==> src/rtl/lcd_refresh_ctrl.sv <==
// HD44780 16x2 write-only sequencer: power-on wait, init commands, then 32-character refresh frames.
// Optional LCD_DIRTY_SKIP_EN: after a frame, wait in IDLE until content_changed requests another.
module lcd_refresh_ctrl #(
  parameter int T_POWERON = 750000,
  parameter int T_SETUP   = 2,
  parameter int T_EN      = 12,
  parameter int T_HOLD    = 2,
  parameter int T_CMD     = 2000,
  parameter int T_CLR     = 82000
) (
  input  logic       iCLK_50MHZ,
  input  logic       iRST_N,
  output logic [4:0] char_addr,
  input  logic [7:0] char_data,
  input  logic       content_changed,
  output logic [7:0] LCD_DATA,
  output logic       LCD_RS,
  output logic       LCD_RW,
  output logic       LCD_E,
  output logic       init_done,
  output logic       frame_done
);

  localparam int T_MAX_A = (T_POWERON > T_CLR) ? T_POWERON : T_CLR;
  localparam int T_MAX_B = (T_CMD > T_EN) ? T_CMD : T_EN;
  localparam int T_MAX_C = (T_SETUP > T_HOLD) ? T_SETUP : T_HOLD;
  localparam int T_MAX_D = (T_MAX_A > T_MAX_B) ? T_MAX_A : T_MAX_B;
  localparam int T_MAX   = (T_MAX_D > T_MAX_C) ? T_MAX_D : T_MAX_C;
  localparam int CNT_W   = $clog2(T_MAX + 1);

  localparam logic [CNT_W-1:0] PWR_LAST  = CNT_W'(T_POWERON - 1);
  localparam logic [CNT_W-1:0] SET_LAST  = CNT_W'(T_SETUP - 1);
  localparam logic [CNT_W-1:0] EN_LAST   = CNT_W'(T_EN - 1);
  localparam logic [CNT_W-1:0] HOLD_LAST = CNT_W'(T_HOLD - 1);
  localparam logic [CNT_W-1:0] CMD_LAST  = CNT_W'(T_CMD - 1);
  localparam logic [CNT_W-1:0] CLR_LAST  = CNT_W'(T_CLR - 1);

  typedef enum logic [2:0] {
    S_PWRUP, S_INIT, S_L1_ADDR, S_L1_CHAR, S_L2_ADDR, S_L2_CHAR, S_FRAME_END, S_IDLE
  } main_t;

  typedef enum logic [2:0] {B_IDLE, B_SETUP, B_PULSE, B_HOLD, B_WAIT} bus_t;

  main_t            st, st_nxt;
  bus_t             ph, ph_nxt;
  logic [CNT_W-1:0] cnt, cnt_nxt;
  logic [4:0]       idx, idx_nxt;
  logic             go;
  logic [7:0]       wr_byte;
  logic             wr_rs;
  logic             clr_q;
  logic [CNT_W-1:0] wait_last;
  logic             bdone;
  logic             addr_step;
`ifdef LCD_DIRTY_SKIP_EN
  logic             dirty;
`endif

  assign LCD_RW    = 1'b0;
  assign wait_last = clr_q ? CLR_LAST : CMD_LAST;
  assign bdone     = (ph == B_WAIT) && (cnt == wait_last);

  // Advance char_addr on entry to the last WAIT cycle so the source has a full cycle to settle.
  assign addr_step = ((st == S_L1_CHAR) || (st == S_L2_CHAR)) &&
                     (((ph == B_WAIT) && ((cnt + CNT_W'(1)) == wait_last)) ||
                      ((ph == B_HOLD) && (cnt == HOLD_LAST) && (wait_last == '0)));

  always_comb begin
    st_nxt  = st;
    idx_nxt = idx;
    go      = 1'b0;
    case (st)
      S_PWRUP:     if (cnt == PWR_LAST) begin
                     st_nxt  = S_INIT;
                     idx_nxt = '0;
                     go      = 1'b1;
                   end
      S_INIT:      if (bdone) begin
                     go = 1'b1;
                     if (idx == 5'd3) st_nxt = S_L1_ADDR;
                     else             idx_nxt = idx + 5'd1;
                   end
      S_L1_ADDR:   if (bdone) begin
                     go      = 1'b1;
                     st_nxt  = S_L1_CHAR;
                     idx_nxt = '0;
                   end
      S_L1_CHAR:   if (bdone) begin
                     go      = 1'b1;
                     idx_nxt = idx + 5'd1;
                     if (idx == 5'd15) st_nxt = S_L2_ADDR;
                   end
      S_L2_ADDR:   if (bdone) begin
                     go     = 1'b1;
                     st_nxt = S_L2_CHAR;
                   end
      S_L2_CHAR:   if (bdone) begin
                     if (idx == 5'd31) st_nxt = S_FRAME_END;
                     else begin
                       go      = 1'b1;
                       idx_nxt = idx + 5'd1;
                     end
                   end
`ifdef LCD_DIRTY_SKIP_EN
      S_FRAME_END: st_nxt = S_IDLE;
      S_IDLE:      if (dirty) begin
                     st_nxt = S_L1_ADDR;
                     go     = 1'b1;
                   end
`else
      S_FRAME_END: begin
                     st_nxt = S_L1_ADDR;
                     go     = 1'b1;
                   end
`endif
      default:     st_nxt = S_PWRUP;
    endcase

    // Byte for the write that starts on this edge, chosen from the state being entered.
    wr_byte = 8'h00;
    wr_rs   = 1'b0;
    case (st_nxt)
      S_INIT: begin
        case (idx_nxt[1:0])
          2'd0:    wr_byte = 8'h38;
          2'd1:    wr_byte = 8'h0C;
          2'd2:    wr_byte = 8'h01;
          default: wr_byte = 8'h06;
        endcase
      end
      S_L1_ADDR:            wr_byte = 8'h80;
      S_L2_ADDR:            wr_byte = 8'hC0;
      S_L1_CHAR, S_L2_CHAR: begin
        wr_byte = char_data;
        wr_rs   = 1'b1;
      end
      default: ;
    endcase
  end

  always_comb begin
    ph_nxt  = ph;
    cnt_nxt = cnt + CNT_W'(1);
    case (ph)
      B_IDLE:  if (st != S_PWRUP) cnt_nxt = '0;
      B_SETUP: if (cnt == SET_LAST)  begin ph_nxt = B_PULSE; cnt_nxt = '0; end
      B_PULSE: if (cnt == EN_LAST)   begin ph_nxt = B_HOLD;  cnt_nxt = '0; end
      B_HOLD:  if (cnt == HOLD_LAST) begin ph_nxt = B_WAIT;  cnt_nxt = '0; end
      B_WAIT:  if (bdone)            begin ph_nxt = B_IDLE;  cnt_nxt = '0; end
      default: begin ph_nxt = B_IDLE; cnt_nxt = '0; end
    endcase
    if (go) begin
      ph_nxt  = B_SETUP;
      cnt_nxt = '0;
    end
  end

  always_ff @(posedge iCLK_50MHZ or negedge iRST_N) begin
    if (!iRST_N) begin
      st         <= S_PWRUP;
      ph         <= B_IDLE;
      cnt        <= '0;
      idx        <= '0;
      clr_q      <= 1'b0;
      LCD_DATA   <= 8'h00;
      LCD_RS     <= 1'b0;
      LCD_E      <= 1'b0;
      char_addr  <= '0;
      init_done  <= 1'b0;
      frame_done <= 1'b0;
    end else begin
      st    <= st_nxt;
      ph    <= ph_nxt;
      cnt   <= cnt_nxt;
      idx   <= idx_nxt;
      LCD_E <= (ph_nxt == B_PULSE);
      if (go) begin
        LCD_DATA <= wr_byte;
        LCD_RS   <= wr_rs;
        clr_q    <= !wr_rs && (wr_byte == 8'h01);
      end
      if (addr_step) char_addr <= char_addr + 5'd1;
      if ((st == S_INIT) && (st_nxt == S_L1_ADDR)) init_done <= 1'b1;
      frame_done <= (st == S_FRAME_END);
    end
  end

`ifdef LCD_DIRTY_SKIP_EN
  // The init-completion request is consumed by the first frame, which starts on that same edge.
  always_ff @(posedge iCLK_50MHZ or negedge iRST_N) begin
    if (!iRST_N)                                      dirty <= 1'b0;
    else if (content_changed)                         dirty <= 1'b1;
    else if ((st_nxt == S_L1_ADDR) && (st != S_L1_ADDR)) dirty <= 1'b0;
  end
`else
  logic unused_content_changed;
  assign unused_content_changed = content_changed;
`endif

endmodule

==> config.mk <==
export PLATFORM = sky130hd
export DESIGN_NAME = lcd_refresh_ctrl
export DESIGN_NICKNAME = d
export VERILOG_FILES = /design/src/rtl/lcd_refresh_ctrl.sv
export SDC_FILE = /design/constraint.sdc
export NUM_CORES = 1
export LEC_CHECK = 0
export ABC_AREA = 1
export BUFFER_PORTS_ARGS = -buffer_cell sky130_fd_sc_hd__clkbuf_2
export CAP_MARGIN = 20
export CORE_MARGIN = 2
export CORE_UTILIZATION = 35
export CTS_CLUSTER_DIAMETER = 50
export DETAILED_ROUTE_END_ITERATION = 10
export SLEW_MARGIN = 20
export SYNTH_ARGS = -nofsm -noshare
export SYNTH_HDL_FRONTEND = slang
export SYNTH_SLANG_ARGS = --single-unit
==> constraint.sdc <==
create_clock -name iCLK_50MHZ -period 2.7 [get_ports iCLK_50MHZ]
set_clock_uncertainty 0.1 [all_clocks]
set_input_delay 0.405 -clock iCLK_50MHZ [delete_from_list [all_inputs] [get_ports iCLK_50MHZ]]
set_output_delay 0.405 -clock iCLK_50MHZ [all_outputs]
set_load 0.05 [all_outputs]
==> results_dict.tcl, run 1 <==
set metrics [dict create \
    grt_pass1_wl_um 15370 \
    hold_path.class "input pin to async pin" \
    synth_top_cell_by_area "dfrtp_1" \
    rsz0062_at_grt "false" \
    status "complete, no violations" \
    dpl_cell_area_mm2 0.003841 \
    setup_viol 0 \
    finalHoldViolCount 0 \
    dp.final_hpwl_um 7069 \
    synth_top_area_share 0.3480 \
    drive_gt1_frac 0.1386 \
    wirelength_um 8976 \
    synth_cell_type_count 37 \
    synth-seq-cells 49 \
    drc 0 \
    grt_start_max_net_pins 30 \
    synthXorXnorAreaFrac 0.02344 \
    crit_fanout 4 \
    fin_crit_ps 2466 \
    syn-num-nets 554 \
    io_pins 29 \
    critPathLaunchType "flop" \
    synth_edf_count 0 \
    reg2reg_from "cnt[1]" \
    grt.overflow.total 0 \
    clock_latency_ps 310 \
    fin_nets 588 \
    drtPass1Iterations 6 \
    path_clk_slew_ps 100 \
    ir_drop_mv 0.1998 \
    die_width_um 104.3 \
    regToRegSetupSlack_ps 230 \
    p_per_area_mw_per_mm2 313.7 \
    synth_top_family_by_area "simple AND/OR/NAND/NOR gates" \
    fin_ws_ps 233.8 \
    use_met2 0.2824 \
    drt_iter0_markers 182 \
    first_global_vias 3279 \
    via_count 3464 \
    synthFlopType "dfrtp_1" \
    core_area_mm2 0.009774 \
    top_usage_layer "met2" \
    htree_levels 2 \
    synth.area.mux_share 0 \
    rr_worst_depth 15 \
    utilization 0.4048 \
    cts_root_buffer "clkbuf_8" \
    clock.fmax_mhz 405.5 \
    yosys_warnings 0 \
    synth-simple-area-share 0.4592 \
    place_ws_ps 181.9 \
    slew_violations 0 \
    wire_per_inst_um 12.77 \
    fin_setup_tns_ps 0 \
    die-area_mm2 0.01089 \
    postLayoutCellArea_mm2 0.003956 \
    syn_inst 535 \
    start_util 0.3605 \
    synth_fa_ha_area_frac 0.02841 \
    io_buffers 26 \
    die_h_um 104.3 \
    crit_type "flop to flop" \
    crit_start "cnt[1]" \
    crit_arrival_ps 2570 \
    syn_area_mm2 0.003523 \
    groute.layer.met3.usage 0.02820 \
    synth_compound_area_frac 0.05433 \
    syn_avg_cell_area_um2 6.586 \
    fin_cells 703 \
    antenna_found_initial 0 \
    grt_util_met1 0.2319 \
    min_period_over_period 0.9134 \
    n_antenna_cell 0 \
    placedCellCount 695 \
    cts_tree "done" \
    yosysSeqAreaShare 0.3480 \
    yosys-top-cells-area "dfrtp_1 (35%), nand2_1 (18%), nand3_1 (10%), nor2_1 (7.7%), inv_1 (6.6%)" \
    yosys-top-cells-count "nand2_1 (167), nor2_1 (72), nand3_1 (71), inv_1 (62), dfrtp_1 (49)" \
    cp-end-kind "flop" \
    p_leak_nw 2.006 \
    relSlewSlack 0.4733 \
    maxCapViolations 0 \
    viasPerCell 4.927 \
    cts_buffer_depth 2 \
    grtUsageTotal 0.1719 \
    numCtsBuffers 5 \
    regToRegEndpoint "LCD_DATA[0]" \
    ant_nets 0 \
    areaGrowthSynthToFinish_pct 12.29 \
    yosysMostFrequentCell "nand2_1" \
    clock_sinks 49 \
    critPathRequiredTime_ps 2810 \
    tightest_slew_ps 790.1 \
    gp_congestion 0.8873 \
    postSynth.asyncResetShare 1.000 \
    row_count 36 \
]
-- metal layers --
layer	vias up	wire, µm	part of all wire
li1	1777	-	-
met1	1573	4006	0.45
met2	99	4265	0.48
met3	15	521	0.058
met4	0	181	0.020
met5	-	0	0
-- worst max path at each step --
stage          slack, ps          end  cells past startpoint
2_1_floorplan        500  LCD_DATA[0]                     15
3_3_place_gp         250  LCD_DATA[0]                     15
3_5_place_dp         180  LCD_DATA[0]                     15
4_1_cts              180  LCD_DATA[0]                     15
5_1_grt               10  LCD_DATA[0]                     16
6_report             230  LCD_DATA[0]                     15
-- cells by family after synthesis --
| kind of cell | count (synthesis) |
|---|---|
| other cells | 1 |
| fa+ha+maj | 8 |
| buf+inv | 76 |
| flops | 49 |
| simple gates | 358 |
| xor+xnor | 7 |
| compound gates | 36 |
-- sequential cells by signal (all words and copies together) (netlist names) --
signal / flops
cnt: 20
LCD_DATA: 8
char_addr: 5
idx: 5
ph: 3
st: 3
LCD_E: 1
LCD_RS: 1
clr_q: 1
frame_done: 1
init_done: 1
-- worst max-delay path: stages (launching register included) --
cell	delay [ps]
dfrtp_1	400
ha_1	220
nand3_1	160
nor2_2	180
nand2_1	60
nor2_1	110
nand2_2	100
ha_1	280
o21ai_0	160
a31oi_1	60
nand3_1	180
inv_1	90
nand2_1	100
nand2_1	60
nand2_1	50
nand2_1	50
-- cell type report --
| class | count | area, µm² |
|---|---|---|
| Fill cell | 1058 | 5818 |
| Multi-Input combinational cell | 410 | 2011 |
| Sequential cell | 49 | 1227 |
| Inverter | 68 | 255.2 |
| Timing Repair Buffer | 35 | 197.7 |
| Tap cell | 133 | 166.4 |
| Clock buffer | 6 | 82.58 |
| Clock inverter | 2 | 16.27 |
-- stage by stage --
step / hold slack [ps] / power, mW
4_1_cts: 94.49 / 1.262
6_report: 63.87 / 1.241
3_3_place_gp: 354.7 / 0.7757
3_5_place_dp: 353.6 / 0.7758
2_1_floorplan: 9.409 / 0.7524
5_1_grt: 131.5 / 1.302
-- cells in the final DEF (no fill, tap or decap), types with 2 or more instances in the layout --
| cell type | synthesis | final |
|---|---|---|
| nand2_2 | 2 | 2 |
| nor2_2 | 8 | 9 |
| nand3_2 | 4 | 3 |
| dfrtp_1 | 49 | 48 |
| nor2_4 | 5 | 5 |
| nand2_1 | 167 | 167 |
| nor3_2 | 2 | 3 |
| xor2_1 | 3 | 3 |
| buf_4 | 1 | 9 |
| a31oi_1 | 4 | 4 |
| or2_2 | 4 | 4 |
| nor4_1 | 3 | 3 |
| ha_1 | 8 | 8 |
| clkbuf_2 | 1 | 26 |
| o21ai_0 | 12 | 12 |
| o21ai_1 | 3 | 3 |
| inv_2 | 5 | 5 |
| nand3b_1 | 3 | 3 |
| nand4_1 | 11 | 11 |
| nor3_1 | 4 | 3 |
| xnor2_1 | 2 | 2 |
| inv_1 | 62 | 62 |
| clkbuf_8 | 0 | 6 |
| nor2_1 | 72 | 71 |
| nand3_1 | 71 | 71 |
| a21oi_1 | 14 | 14 |
-- power by group --
group          internal, mW  switching [mW]
registers             0.733               0
clock network         0.212           0.270
logic               0.00654          0.0198
total                 0.951           0.290
-- timing repair --
item                                    in CTS  in global routing
endpoints found under the setup margin       0                 13
resized for setup                            0                  4
setup buffers                                0                  0
hold buffers                                 0                  0
hold endpoints to repair                     0                  0
Note: power is estimated with default switching activity, not from simulation.
==> inputs of run 2 (changes only) <==
--- a/config.mk
+++ b/config.mk
@@ -13,2 +13,3 @@
 export CTS_CLUSTER_DIAMETER = 50
+export CTS_CLUSTER_SIZE = 28
 export DETAILED_ROUTE_END_ITERATION = 10
==> constraint.sdc (replaced) <==
create_clock -name iCLK_50MHZ -period 2.2 [get_ports iCLK_50MHZ]
set_clock_uncertainty 0.1 [all_clocks]
set_input_delay 0.22 -clock iCLK_50MHZ [delete_from_list [all_inputs] [get_ports iCLK_50MHZ]]
set_output_delay 0.22 -clock iCLK_50MHZ [all_outputs]
set_load 0.05 [all_outputs]
==> run 2 against run 1 <==
  * The run now ends with setup timing left
  * Register-to-register slack lost 340 ps
  * Wire length grew 21%
  * Sequential share of layout area decreased by 6.6 points
  * Total power grew 23%
  * Final area grew 28%
  * Die area did not move
  * Largest power group unchanged
  * Highest routed layer unchanged
==> results_dict.tcl, run 2 (synthesis gave the netlist of run 1 again) <==
set metrics [dict create \
    status "finished, violations left" \
    failed_checks "setup timing" \
    finalPower_mw 1.522 \
    antenna_found_initial 0 \
    grt_pass1_wl_um 17550 \
    wire_per_inst_um 13.66 \
    via_count 3950 \
    critPathLaunchType "flop" \
    grtUsageTotal 0.1952 \
    sequentialPowerShare 0.591 \
    crit_type "flop to flop" \
    fillers 986 \
    comb_power_share 0.021 \
    die_width_um 104.3 \
    min_period_over_period 1.046 \
    cp-end-kind "flop" \
    gp_congestion 0.8798 \
    start_util 0.3605 \
    io_buffers 26 \
    clock_sinks 49 \
    finalHoldViolCount 0 \
    min-delay-start "char_data[3]" \
    maxCapViolations 0 \
    dp.final_hpwl_um 7953 \
    hold_path.class "input pin to flop" \
    die_h_um 104.3 \
    cts_tree "done" \
    slew_violations 0 \
    crit_fanout 5 \
    rsz0062_at_grt "true" \
    switching_share 0.2331 \
    areaGrowthSynthToFinish_pct 43.61 \
    regMostFlops "cnt" \
    first_global_vias 3831 \
    setup_viol 11 \
    fin_setup_tns_ps -703.0 \
    core_area_mm2 0.009774 \
    ant_nets 0 \
    viasPerCell 4.981 \
    grt_start_max_net_pins 50 \
    reg_top3 "cnt x20, LCD_DATA x8" \
    final_common_cell "nand2_1" \
    crit_start "cnt[0]" \
    drt_iter0_markers 192 \
    io_pins 29 \
    drive_gt1_frac 0.3606 \
    fin_ws_ps -101.4 \
    clock.fmax_mhz 434.5 \
    row_count 36 \
    grt.overflow.total 0 \
    p_int_mw 1.167 \
    htree_levels 2 \
    clock_latency_ps 310 \
    cts_buffer_depth 2 \
    cts_root_buffer "clkbuf_8" \
    final_cell_mix "nand2_1 (154), buf_4 (88), inv_1 (57)" \
    path_clk_slew_ps 100 \
    reg2reg_from "cnt[0]" \
    n_antenna_cell 0 \
    tightest_slew_ps 675.5 \
    fin_nets 678 \
    p_leak_nw 2.513 \
    crit_arrival_ps 2400 \
    largest_reg_flops 20 \
    die-area_mm2 0.01089 \
    switchingPower_uw 354.9 \
    drc 0 \
    relSlewSlack 0.5496 \
    critPathRequiredTime_ps 2300 \
    p_per_area_mw_per_mm2 300.9 \
    drtPass1Iterations 5 \
    clkPwrFrac 0.388 \
    fin_crit_ps 2301 \
    wirelength_um 10830 \
    numCtsBuffers 5 \
    ir_drop_mv 0.2661 \
    place_ws_ps -186.7 \
]
run 2: cell count changes in the layout (fill, tap and decap cells not counted), moves of 10 or more:
| cell | previous run | this run |
|---|---|---|
| nand2_1 | 167 | 154 |
| nand3_1 | 71 | 55 |
| nor2_2 | 9 | 19 |
| buf_4 | 9 | 88 |
| nand3_2 | 3 | 16 |
| nor2_1 | 71 | 52 |
| nand2_2 | 2 | 12 |
run 2: path summary, 6_finish.rpt:
path / cells past startpoint / endpoint / slack (ps)
min in group asynchronous: 3 / cnt[10] / 440
worst min-delay path: 3 / LCD_DATA[3] / 60
worst max-delay path: 14 / char_addr[3] / -100
worst max register to register: 14 / char_addr[3] / -100
max in group asynchronous: 3 / clr_q / 1050
worst min register to register: 1 / idx[3] / 380
run 2: layout make-up:
| cell class | instances | area (µm²) | share of cell area |
|---|---|---|---|
| clock inverters | 2 | 16.27 | 0.003215 |
| inverters | 68 | 260.3 | 0.05143 |
| multi-input cells | 410 | 2338 | 0.4622 |
| repair buffers | 125 | 959.7 | 0.1897 |
| flip-flops and latches | 49 | 1236 | 0.2443 |
| well taps | 133 | 166.4 | 0.03289 |
| clock buffers | 6 | 82.58 | 0.01632 |
run 2: metrics by stage:
step	utilization	std cells	hold slack, ps	instance area, µm²
floorplan	-	535	-175.6	3526
global placement	0.4473	762	276.1	4372
detailed placement	0.4473	762	282.5	4372
CTS	0.4756	777	53.38	4648
global route	0.5177	793	80.87	5060
finish	0.5177	793	60.36	5060
run 2: layer usage:
layer  global-route usage  share of wire
met4              0.04923          0.016
met2               0.3557           0.53
met5                    0              0
met1               0.2431           0.42
met3              0.02318          0.039
run 2: timing repair:
action,CTS,global route
setup endpoints to repair,39,43
buffers inserted,6,14
hold buffers,1,0
resized for setup,29,73
hold endpoints to repair,49,0
pin swaps,9,26
cloned,0,2
run 2: power by group through the flow:
| stage | Clock [mW] | Sequential, mW | Combinational (mW) |
|---|---|---|---|
| finish | 0.590 | 0.900 | 0.0326 |
| global route | 0.642 | 0.900 | 0.0380 |
| CTS | 0.612 | 0.900 | 0.0342 |
| detailed placement | 0 | 0.918 | 0.0329 |
| global placement | 0 | 0.918 | 0.0322 |
| floorplan | 0 | 0.918 | 0.00549 |
run 2: worst max-delay path, cell delays in order, from the launching register on:
cell	delay, ps
dfrtp_1	410
ha_4	190
nand2_4	60
nor2_4	140
buf_12	150
nand3_4	90
nor2_4	180
xor2_4	190
buf_6	120
nand2_1	30
nand3b_1	190
nor2_4	130
nand3_2	90
nand2_1	60
nand2_1	50
==> inputs of run 3 (changes only) <==
CORE_ASPECT_RATIO = 1.5   (was not set)
==> run 3 against run 2 <==
  * The flow still finishes with violations (setup timing)
  * Combinational power grew 15%
  * Highest routed layer unchanged
  * Final area increased by 6.3%
  * Sequential power about the same
  * Critical path type unchanged
  * Worst setup slack gained 52 ps
==> results_dict.tcl, run 3 (synthesis gave the netlist of run 1 again) <==
set metrics [dict create \
    io_buffers 26 \
    largest_reg_flops 20 \
    row_count 44 \
    holdPathEnd "LCD_DATA[3]" \
    fin_crit_ps 2249 \
    cts_tree "done" \
    reg2reg_from "cnt[12]" \
    grt.overflow.total 0 \
    crit_buf_inv 5 \
    hold_slack_ps 82.65 \
    status "finished, violations left" \
    wl_met1_um 4215 \
    regToRegEndpoint "cnt[6]" \
    n_antenna_cell 0 \
    regMostFlops "cnt" \
    crit_arrival_ps 2330 \
    final_common_cell "nand2_1" \
    crit_type "flop to flop" \
    wire_per_inst_um 15.22 \
    relSlewSlack 0.5888 \
    start_util 0.3616 \
    ir_drop_mv 0.4163 \
    via_count 4023 \
    antenna_found_initial 0 \
    min-delay-start "char_data[3]" \
    htree_levels 2 \
    fin_setup_tns_ps -565.0 \
    viasPerCell 5.191 \
    die_h_um 126.9 \
    gp_congestion 0.9074 \
    clock.fmax_mhz 444.6 \
    wl_met2_um 6335 \
    worstPathCellList "nor2_4 > buf_6 > nand4_1 > buf_4 > nor4_4 > buf_4 > nand2_2 > a21oi_2 > nand3_2 > nand2_4 > buf_12 > buf_12 > a21oi_2" \
    areaGrowthSynthToFinish_pct 52.66 \
    wirelength_um 11790 \
    worst_path_max_delay_cell "dfrtp_1" \
    first_global_vias 4094 \
    dr.max_layer_used "met4" \
    min_period_over_period 1.022 \
    io_pins 29 \
    regToRegSetupSlack_ps -50 \
    tightest_slew_ps 616.8 \
    clock_sinks 49 \
    grt_pass1_wl_um 18550 \
    rr_worst_depth 13 \
    final_cell_mix "nand2_1 (132), buf_4 (82), nand3_1 (52)" \
    clock_latency_ps 300 \
    max_stage_delay_ps 410 \
    die_width_um 85.92 \
    p_per_area_mw_per_mm2 322.9 \
    critPathRequiredTime_ps 2290 \
    die-area_mm2 0.01090 \
    fin_cells 775 \
    maxCapViolations 0 \
    cpLargestDelayFamily "buffers and inverters" \
    grtUsageTotal 0.2128 \
    p_leak_nw 2.634 \
    placedCellCount 742 \
    finalHoldViolCount 0 \
    numCtsBuffers 5 \
    hold_path.class "input pin to flop" \
    hold_path_depth 3 \
    critPathLaunchType "flop" \
    slew_violations 0 \
    cp-end-kind "flop" \
    drc 0 \
    failed_checks "setup timing" \
    reg_top3 "cnt x20, LCD_DATA x8" \
    place_ws_ps -306.7 \
    dp.final_hpwl_um 8370 \
    grt_start_max_net_pins 22 \
    rsz0062_at_grt "true" \
    path_clk_slew_ps 70 \
    crit_fanout 5 \
    cts_root_buffer "clkbuf_16" \
    setup_viol 18 \
    drt_iter0_markers 226 \
    drtPass1Iterations 5 \
    fin_nets 678 \
    ant_nets 0 \
    fin_ws_ps -49.39 \
    multiInputGateArea_mm2 0.002586 \
    drive_gt1_frac 0.4439 \
    cts_buffer_depth 2 \
    met3WireLength_um 376 \
    regArea_mm2 0.001236 \
    core_area_mm2 0.009744 \
    fillers 889 \
]
## run 3: cell count changes in the layout (fill, tap and decap cells not counted), moves of 4 or more
cell	change
nand3_4	+4
buf_4	-6
inv_1	-6
a21oi_2	+6
nor2_1	-11
nor2_2	+10
clkbuf_16	+4
clkbuf_8	-6
inv_2	+5
buf_6	+6
a21oi_1	-6
nand2_2	+15
nand2_4	+7
nand2_1	-22
## run 3: worst max-delay path by stage
stage / from / end / slack, ps / cells past startpoint
after floorplan: cnt[0] / LCD_DATA[0] / 2 / 15
after detailed placement: cnt[12] / cnt[14] / -310 / 12
after global routing: cnt[1] / char_addr[4] / -160 / 13
final: cnt[12] / cnt[6] / -50 / 13
after CTS: cnt[13] / cnt[5] / -50 / 13
after global placement: cnt[12] / cnt[8] / -320 / 12
## run 3: what timing repair did
item,in CTS,in global routing
gates cloned,1,0
resized for setup,68,114
endpoints found under the setup margin,39,42
hold buffers,1,0
setup buffers,11,13
pin swaps,27,67
hold endpoints to repair,17,0
## run 3: final cells by class
class	instances	area share
Clock buffer	5	0.02326
Tap cell	115	0.02675
Clock inverter	3	0.004652
Sequential cell	49	0.2298
Multi-Input combinational cell	410	0.4808
Inverter	68	0.04885
Timing Repair Buffer	125	0.1859
## run 3: metrics by stage
| stage | util | power (mW) | area [µm²] |
|---|---|---|---|
| 3_5_place_dp | 0.4448 | 0.9555 | 4334 |
| 3_3_place_gp | 0.4448 | 0.9550 | 4334 |
| 6_report | 0.5520 | 1.737 | 5379 |
| 5_1_grt | 0.5520 | 1.796 | 5379 |
| 2_1_floorplan | - | 0.9235 | 3526 |
| 4_1_cts | 0.5023 | 1.753 | 4895 |
## run 3: worst min-delay path, delay by kind of cell
kind | cells | cell delay [ps]
AO/OA/AOI/OAI | 1 | 70
AND/OR/NAND/NOR | 1 | 80
buffers and inverters | 1 | 80
## run 3: routing by layer
layer,GRT usage,up-vias
li1,-,1951
met2,0.3903,116
met3,0.02863,54
met5,0,-
met1,0.2179,1902
met4,0.1438,0
## run 3: power breakdown
group	leakage [nW]	internal, mW	total, mW	switching, mW
Sequential	0.618	0.900	0.900	0
Clock	0.0704	0.428	0.799	0.371
Combinational	1.95	0.0116	0.0375	0.0260
Total	2.63	1.34	1.74	0.397
